$ cat src/rtl/ai_status_compositor.sv
// Purpose: merges NUM_LAYERS RGB565 layers into one OLED pixel, with a frame-tick divider, thinking FSM and level blink.
// Latency: oled_data is registered, 1 clk after the layer_data/pixel_index it was built from.
// Backpressure: none; the pixel stream free-runs with the OLED driver's pixel_index.
// Ports: clk/reset_n (async, active-low); pixel_index (unused here, drives the layer ROMs);
//        level, thinking, layer_data, layer_en, prio_mode in; oled_data, anim_phase, frame_tick,
//        busy, level_flash out.
module ai_status_compositor #(
    parameter int CLK_FREQ    = 100_000_000,
    parameter int FRAME_RATE  = 16,
    parameter int NUM_LAYERS  = 3,
    parameter int LEVEL_W     = 2,
    parameter int ANIM_PHASES = 8,
    parameter int DONE_TICKS  = 4,
    parameter int FLASH_TICKS = 8,
    parameter int LEVEL_LAYER = 1,
    parameter int ANIM_LAYER  = 2
) (
    input  logic                    clk,
    input  logic                    reset_n,
    input  logic [12:0]             pixel_index,
    input  logic [LEVEL_W-1:0]      level,
    input  logic                    thinking,
    input  logic [16*NUM_LAYERS-1:0] layer_data,
    input  logic [NUM_LAYERS-1:0]   layer_en,
    input  logic                    prio_mode,
    output logic [15:0]             oled_data,
    output logic [7:0]              anim_phase,
    output logic                    frame_tick,
    output logic                    busy,
    output logic                    level_flash
);

    localparam int TICK_DIV = CLK_FREQ / FRAME_RATE;
    localparam int TCW      = (TICK_DIV > 1) ? $clog2(TICK_DIV) : 1;
    localparam int DCW      = (DONE_TICKS > 1) ? $clog2(DONE_TICKS) : 1;
    localparam int FCW      = $clog2(FLASH_TICKS + 1);

    localparam logic [TCW-1:0] TICK_LAST  = TCW'(TICK_DIV - 1);
    localparam logic [7:0]     PHASE_LAST = 8'(ANIM_PHASES - 1);
    localparam logic [DCW-1:0] DONE_LAST  = DCW'(DONE_TICKS - 1);
    localparam logic [FCW-1:0] FLASH_INIT = FCW'(FLASH_TICKS);

    typedef enum logic [1:0] {S_IDLE, S_THINK, S_DONE} state_t;

    state_t           state, state_nxt;
    logic [TCW-1:0]   tick_cnt;
    logic [DCW-1:0]   done_cnt;
    logic [FCW-1:0]   flash_cnt;
    logic [LEVEL_W-1:0] level_q;
    logic             level_chg;
    logic             level_blank;
    logic [15:0]      eff_k;
    logic [15:0]      blend_or;
    logic [15:0]      blend_prio;

    // pixel_index only addresses the external layer ROMs
    logic unused_pixel_index;
    assign unused_pixel_index = ^pixel_index;

    // Tick divider: the tick is the last count before wrap, so the first
    // tick lands TICK_DIV clks after reset release.
    always_ff @(posedge clk or negedge reset_n) begin
        if (!reset_n) begin
            tick_cnt <= '0;
        end else if (tick_cnt == TICK_LAST) begin
            tick_cnt <= '0;
        end else begin
            tick_cnt <= tick_cnt + 1'b1;
        end
    end

    assign frame_tick = (tick_cnt == TICK_LAST);

    // FSM state register
    always_ff @(posedge clk or negedge reset_n) begin
        if (!reset_n) begin
            state <= S_IDLE;
        end else begin
            state <= state_nxt;
        end
    end

    // FSM next state: thinking edges take priority over the tick
    always_comb begin
        state_nxt = state;
        case (state)
            S_IDLE:  if (thinking) state_nxt = S_THINK;
            S_THINK: if (!thinking) state_nxt = S_DONE;
            S_DONE: begin
                if (thinking) begin
                    state_nxt = S_THINK;
                end else if (frame_tick && done_cnt == DONE_LAST) begin
                    state_nxt = S_IDLE;
                end
            end
            default: state_nxt = S_IDLE;
        endcase
    end

    // FSM outputs
    always_comb begin
        busy = (state != S_IDLE);
    end

    // Animation phase and DONE hold counter. The phase only advances on a
    // tick when no state transition happens in the same cycle.
    always_ff @(posedge clk or negedge reset_n) begin
        if (!reset_n) begin
            anim_phase <= 8'h00;
            done_cnt   <= '0;
        end else begin
            case (state)
                S_IDLE: begin
                    if (thinking) anim_phase <= 8'h00;
                end
                S_THINK: begin
                    if (!thinking) begin
                        done_cnt <= '0;
                    end else if (frame_tick) begin
                        anim_phase <= (anim_phase == PHASE_LAST) ? 8'h00 : anim_phase + 8'h01;
                    end
                end
                S_DONE: begin
                    if (thinking) begin
                        anim_phase <= 8'h00;
                    end else if (frame_tick) begin
                        if (done_cnt == DONE_LAST) begin
                            anim_phase <= 8'h00;
                        end else begin
                            done_cnt <= done_cnt + 1'b1;
                        end
                    end
                end
                default: begin
                    anim_phase <= 8'h00;
                    done_cnt   <= '0;
                end
            endcase
        end
    end

    // Level blink: any level change (re)loads the full window
    assign level_chg = (level != level_q);

    always_ff @(posedge clk or negedge reset_n) begin
        if (!reset_n) begin
            level_q   <= '0;
            flash_cnt <= '0;
        end else begin
            level_q <= level;
            if (level_chg) begin
                flash_cnt <= FLASH_INIT;
            end else if (frame_tick && flash_cnt != '0) begin
                flash_cnt <= flash_cnt - 1'b1;
            end
        end
    end

    assign level_flash = (flash_cnt != '0);
    // Odd counts blank the level layer, giving a blink at half the tick rate
    assign level_blank = level_flash & flash_cnt[0];

    // Per-layer gating and both blend results; later layers overwrite
    // blend_prio, so the highest nonzero index wins.
    always_comb begin
        eff_k      = 16'h0000;
        blend_or   = 16'h0000;
        blend_prio = 16'h0000;
        for (int k = 0; k < NUM_LAYERS; k++) begin
            eff_k = layer_en[k] ? layer_data[16*k +: 16] : 16'h0000;
            if (k == ANIM_LAYER && !busy) eff_k = 16'h0000;
            if (k == LEVEL_LAYER && level_blank) eff_k = 16'h0000;
            blend_or = blend_or | eff_k;
            if (eff_k != 16'h0000) blend_prio = eff_k;
        end
    end

    always_ff @(posedge clk or negedge reset_n) begin
        if (!reset_n) begin
            oled_data <= 16'h0000;
        end else begin
            oled_data <= prio_mode ? blend_prio : blend_or;
        end
    end

endmodule
$ cat config.mk
export PLATFORM = sky130hd
export DESIGN_NAME = ai_status_compositor
export DESIGN_NICKNAME = d
export VERILOG_FILES = /design/src/rtl/ai_status_compositor.sv
export SDC_FILE = /design/constraint.sdc
export NUM_CORES = 1
export LEC_CHECK = 0
export ABC_AREA = 1
export CAP_MARGIN = 25
export CELL_PAD_IN_SITES_DETAIL_PLACEMENT = 1
export CELL_PAD_IN_SITES_GLOBAL_PLACEMENT = 1
export CORE_MARGIN = 2
export CORE_UTILIZATION = 38
export CTS_BUF_LIST = sky130_fd_sc_hd__clkbuf_4 sky130_fd_sc_hd__clkbuf_8 sky130_fd_sc_hd__clkbuf_16
export DETAILED_ROUTE_END_ITERATION = 6
export PLACE_DENSITY_LB_ADDON = 0.12
export SKIP_CTS_REPAIR_TIMING = 1
export SYNTH_ARGS = -nofsm -noshare
export SYNTH_HDL_FRONTEND = slang
export SYNTH_SLANG_ARGS = --single-unit
$ cat constraint.sdc
create_clock -name clk -period 2.95 [get_ports clk]
set_input_delay 0.59 -clock clk [delete_from_list [all_inputs] [get_ports clk]]
set_output_delay 0.59 -clock clk [all_outputs]
set_load 0.02 [all_outputs]
==> results.py, run 1 <==
metrics = {
    "run_status": {
        "status": "finished, final reports clean",
    },
    "placement": {
        "io_buffers": 83,
        "place.gp.congestion": 0.8862,
        "dp_hpwl_um": 9003,
    },
    "sta": {
        "fmax_mhz": 375.0,
        "post-route-min-period_ps": 2666,
        "finalCritPeriodShare_pct": 90.39,
        "finClkSkew_ps": 15.18,
        "rsz0062_at_grt": "false",
        "max-slew-margin-rel_pct": 50.28,
        "slew_violations": 0,
        "setup_viol": 0,
        "tightest_slew_ps": 745.8,
        "setup_tns_ps": 0,
        "finalHoldViolCount": 0,
    },
    "clocking": {
        "root_buffer": "clkbuf_8",
        "cts_made_buffers": 9,
        "cts_htree_levels": 3,
        "cts_sinks": 57,
        "clkTransAtPathRegs_ps": 80,
        "insertion_delay_ps": 350,
        "cts_tree": "yes",
        "clock_path_buffers": 2,
    },
    "worst_setup_path": {
        "slowest_delay_ps": 600,
        "slowest_stage": "clkdlybuf4s50_1",
        "cp-end-kind": "output port",
        "startpoint_type": "register",
        "reg2regPathDepth": 11,
        "path_cells": "ha_1 > nand3_1 > nor2_1 > nand3_2 > inv_2 > clkdlybuf4s50_1",
        "path_buf_inv": 2,
        "crit_type": "reg2out",
        "cp.arrival_ps": 2080,
        "cp_top_family": "buffers and inverters",
        "cp.depth": 6,
        "crit_required_ps": 2360,
        "worstPathMaxFanout": 4,
    },
    "logic_synthesis": {
        "synth-seq-cells": 57,
        "yosysWarnings": 0,
        "synthCells": 573,
        "syn_nets": 647,
        "netlist_area_um2": 3939,
        "synth_largest_area_cell": "dfrtp_1",
        "ys_seq_area_share_pct": 36.21,
        "syn_avg_cell_area_um2": 6.874,
        "synthTopCellsByArea": "dfrtp_1 36%, nand2_1 18%, inv_1 8.8%, nand3_1 8.1%, nor2_1 3.7%",
        "synth_cell_types": 40,
        "yosysTopAreaCellShare_pct": 36.21,
    },
    "power": {
        "ir_drop_mv": 0.2063,
        "cellPowerDensity_nw_per_um2": 456.4,
        "p_leak_nw": 2.648,
        "power.total_w": 0.002307,
    },
    "layout": {
        "area_growth_pct": 28.34,
        "n_antenna_cell": 0,
        "fin_nets": 732,
        "drive_gt1_share_pct": 9.050,
    },
    "grt": {
        "grt_pass1_vias": 4205,
        "grt_pass1_wl_um": 20120,
        "grt_usage_pct": 22.83,
        "grt_max_degree": 58,
        "antenna_found_initial": 0,
        "grt_remaining_overflow": 0,
    },
    "drt": {
        "drcViolationCount": 0,
        "vias_per_cell": 4.960,
        "firstDrtPassIters": 4,
        "via_count": 3963,
        "drt_iter0_markers": 125,
        "wl_um": 11800,
        "wire_per_inst_um": 14.77,
        "antenna_left": 0,
    },
    "floorplan": {
        "initial_core_util_pct": 38.67,
        "die_h_um": 105.8,
        "num_rows": 37,
        "die_x_um": 105.8,
        "die_area_um2": 11200,
        "ios": 97,
        "core_area_um2": 10180,
    },
    "job": {
        "maxCapViolations": 0,
    },
    "hold_path": {
        "hold_path.class": "in2async",
    },
}
synthesized netlist by cell type, drive strengths merged:
library cell	number
a21o	1
a21oi	6
a22oi	2
a31oi	1
buf	10
clkbuf	3
clkinv	1
dfrtp	57
ha	4
inv	94
nand2	209
nand3	65
nand4	11
nor2	47
nor3	16
nor3b	2
nor4	4
o211ai	1
o21ai	23
o31ai	1
or2	1
xnor2	2
xor2	12
worst paths after layout:
check | start | endpoint | slack (ps)
hold reg to reg | done_cnt[0] | done_cnt[0] | 510
setup reg to reg | flash_cnt[0] | oled_data[12] | 860
hold / removal | reset_n | oled_data[5] | 370
setup / recovery | tick_cnt[0] | frame_tick | 280
min in group clk | done_cnt[0] | done_cnt[0] | 510
max in group asynchronous | reset_n | oled_data[15] | 2060
cell type report:
cell class                      instances  area (um2)
Inverter                               95       356.6
Clock inverter                          7       102.6
Tap cell                              136       170.2
Fill cell                            1321        5130
Multi-Input combinational cell        408        2019
Timing Repair Buffer                   87       855.8
Sequential cell                        57        1426
Clock buffer                            9       123.9
layer usage:
metal	routed length (um)	global-route usage [%]
met1	5203	28.10
met2	5971	40.09
met3	427	4.824
met4	199	6.767
met5	0	0
sequential cells by signal, indices dropped and copies added, names as in the netlist:
name	count
oled_data	16
flash_cnt	4
level_q	2
state	2
done_cnt	2
tick_cnt	23
anim_phase	8
stage by stage:
step / hold slack (ps) / cells / utilization [%] / instance area, um2 / worst slack, ps
2_1_floorplan: 294.4 / 573 / - / 3939 / 1194
3_3_place_gp: 463.5 / 783 / 47.41 / 4828 / 382.9
3_5_place_dp: 498.8 / 783 / 47.41 / 4828 / 268.6
4_1_cts: 408.7 / 799 / 49.63 / 5055 / 261.3
5_1_grt: 439.5 / 799 / 49.63 / 5055 / 116.3
6_report: 373.9 / 799 / 49.63 / 5055 / 283.6
placed cells by master (no fill, tap or decap), types with 2 or more instances in the layout:
cell,Yosys,final
nand2_2,14,14
clkinv_4,0,2
buf_4,1,4
o21ai_2,4,4
nand4_1,11,11
nor3_1,15,15
o21ai_0,15,15
bufinv_16,0,2
nor2_1,39,39
dfrtp_1,57,57
ha_1,4,4
a21oi_1,6,6
nand2_4,5,5
clkdlybuf4s50_1,0,82
nor4_1,4,4
inv_2,2,2
nand3_1,64,64
o21ai_1,4,4
xor2_1,12,12
nor2_4,5,5
inv_6,0,2
inv_1,92,92
nand2_1,190,190
xnor2_1,2,2
clkbuf_8,1,9
nor2_2,2,2
report_power, final:
group / switching (W) / leakage [nW] / internal [W]
sequential: 0.0000335 / 0.744 / 0.000831
combinational: 0.000341 / 1.79 / 0.000245
clock: 0.000373 / 0.110 / 0.000484
worst register-to-register path, stage by stage (launching register included):
cell,delay (ps)
dfrtp_1,390
inv_1,100
ha_1,250
nand2_2,120
nand2_4,170
o21ai_0,130
nand2_1,110
nor2_4,390
nand3_1,150
nand3_1,100
nand2_1,60
inv_1,60
cell families (layout without fill, tap and decap cells):
logic type               after synthesis  after routing  synth area share [%]
AO/OA/AOI/OAI                         35             35                 5.559
AND/OR/NAND/NOR                      355            355                 41.33
flip-flops                            57             57                 36.21
buffers and inverters                108            198                 12.52
XOR/XNOR                              14             14                 3.113
adder cells (fa/ha/maj)                4              4                 1.271
(Power assumes the default switching activity.)
==> run 2: changes to the inputs <==
--- a/config.mk
+++ b/config.mk
@@ -15,6 +15,7 @@
 export DETAILED_ROUTE_END_ITERATION = 6
 export PLACE_DENSITY_LB_ADDON = 0.12
 export SKIP_CTS_REPAIR_TIMING = 1
+export SLEW_MARGIN = 15
 export SYNTH_ARGS = -nofsm -noshare
 export SYNTH_HDL_FRONTEND = slang
 export SYNTH_SLANG_ARGS = --single-unit
==> results of run 2 <==
No change in the layout: final DEF, timing and power equal those of run 1.
==> run 3: changes to the inputs <==
--- a/config.mk
+++ b/config.mk
@@ -12,6 +12,7 @@
 export CORE_MARGIN = 2
 export CORE_UTILIZATION = 38
 export CTS_BUF_LIST = sky130_fd_sc_hd__clkbuf_4 sky130_fd_sc_hd__clkbuf_8 sky130_fd_sc_hd__clkbuf_16
+export CTS_CLUSTER_DIAMETER = 120
 export DETAILED_ROUTE_END_ITERATION = 6
 export PLACE_DENSITY_LB_ADDON = 0.12
 export SKIP_CTS_REPAIR_TIMING = 1
==> results of run 3 <==
No change in the layout: final DEF, timing and power equal those of run 1.
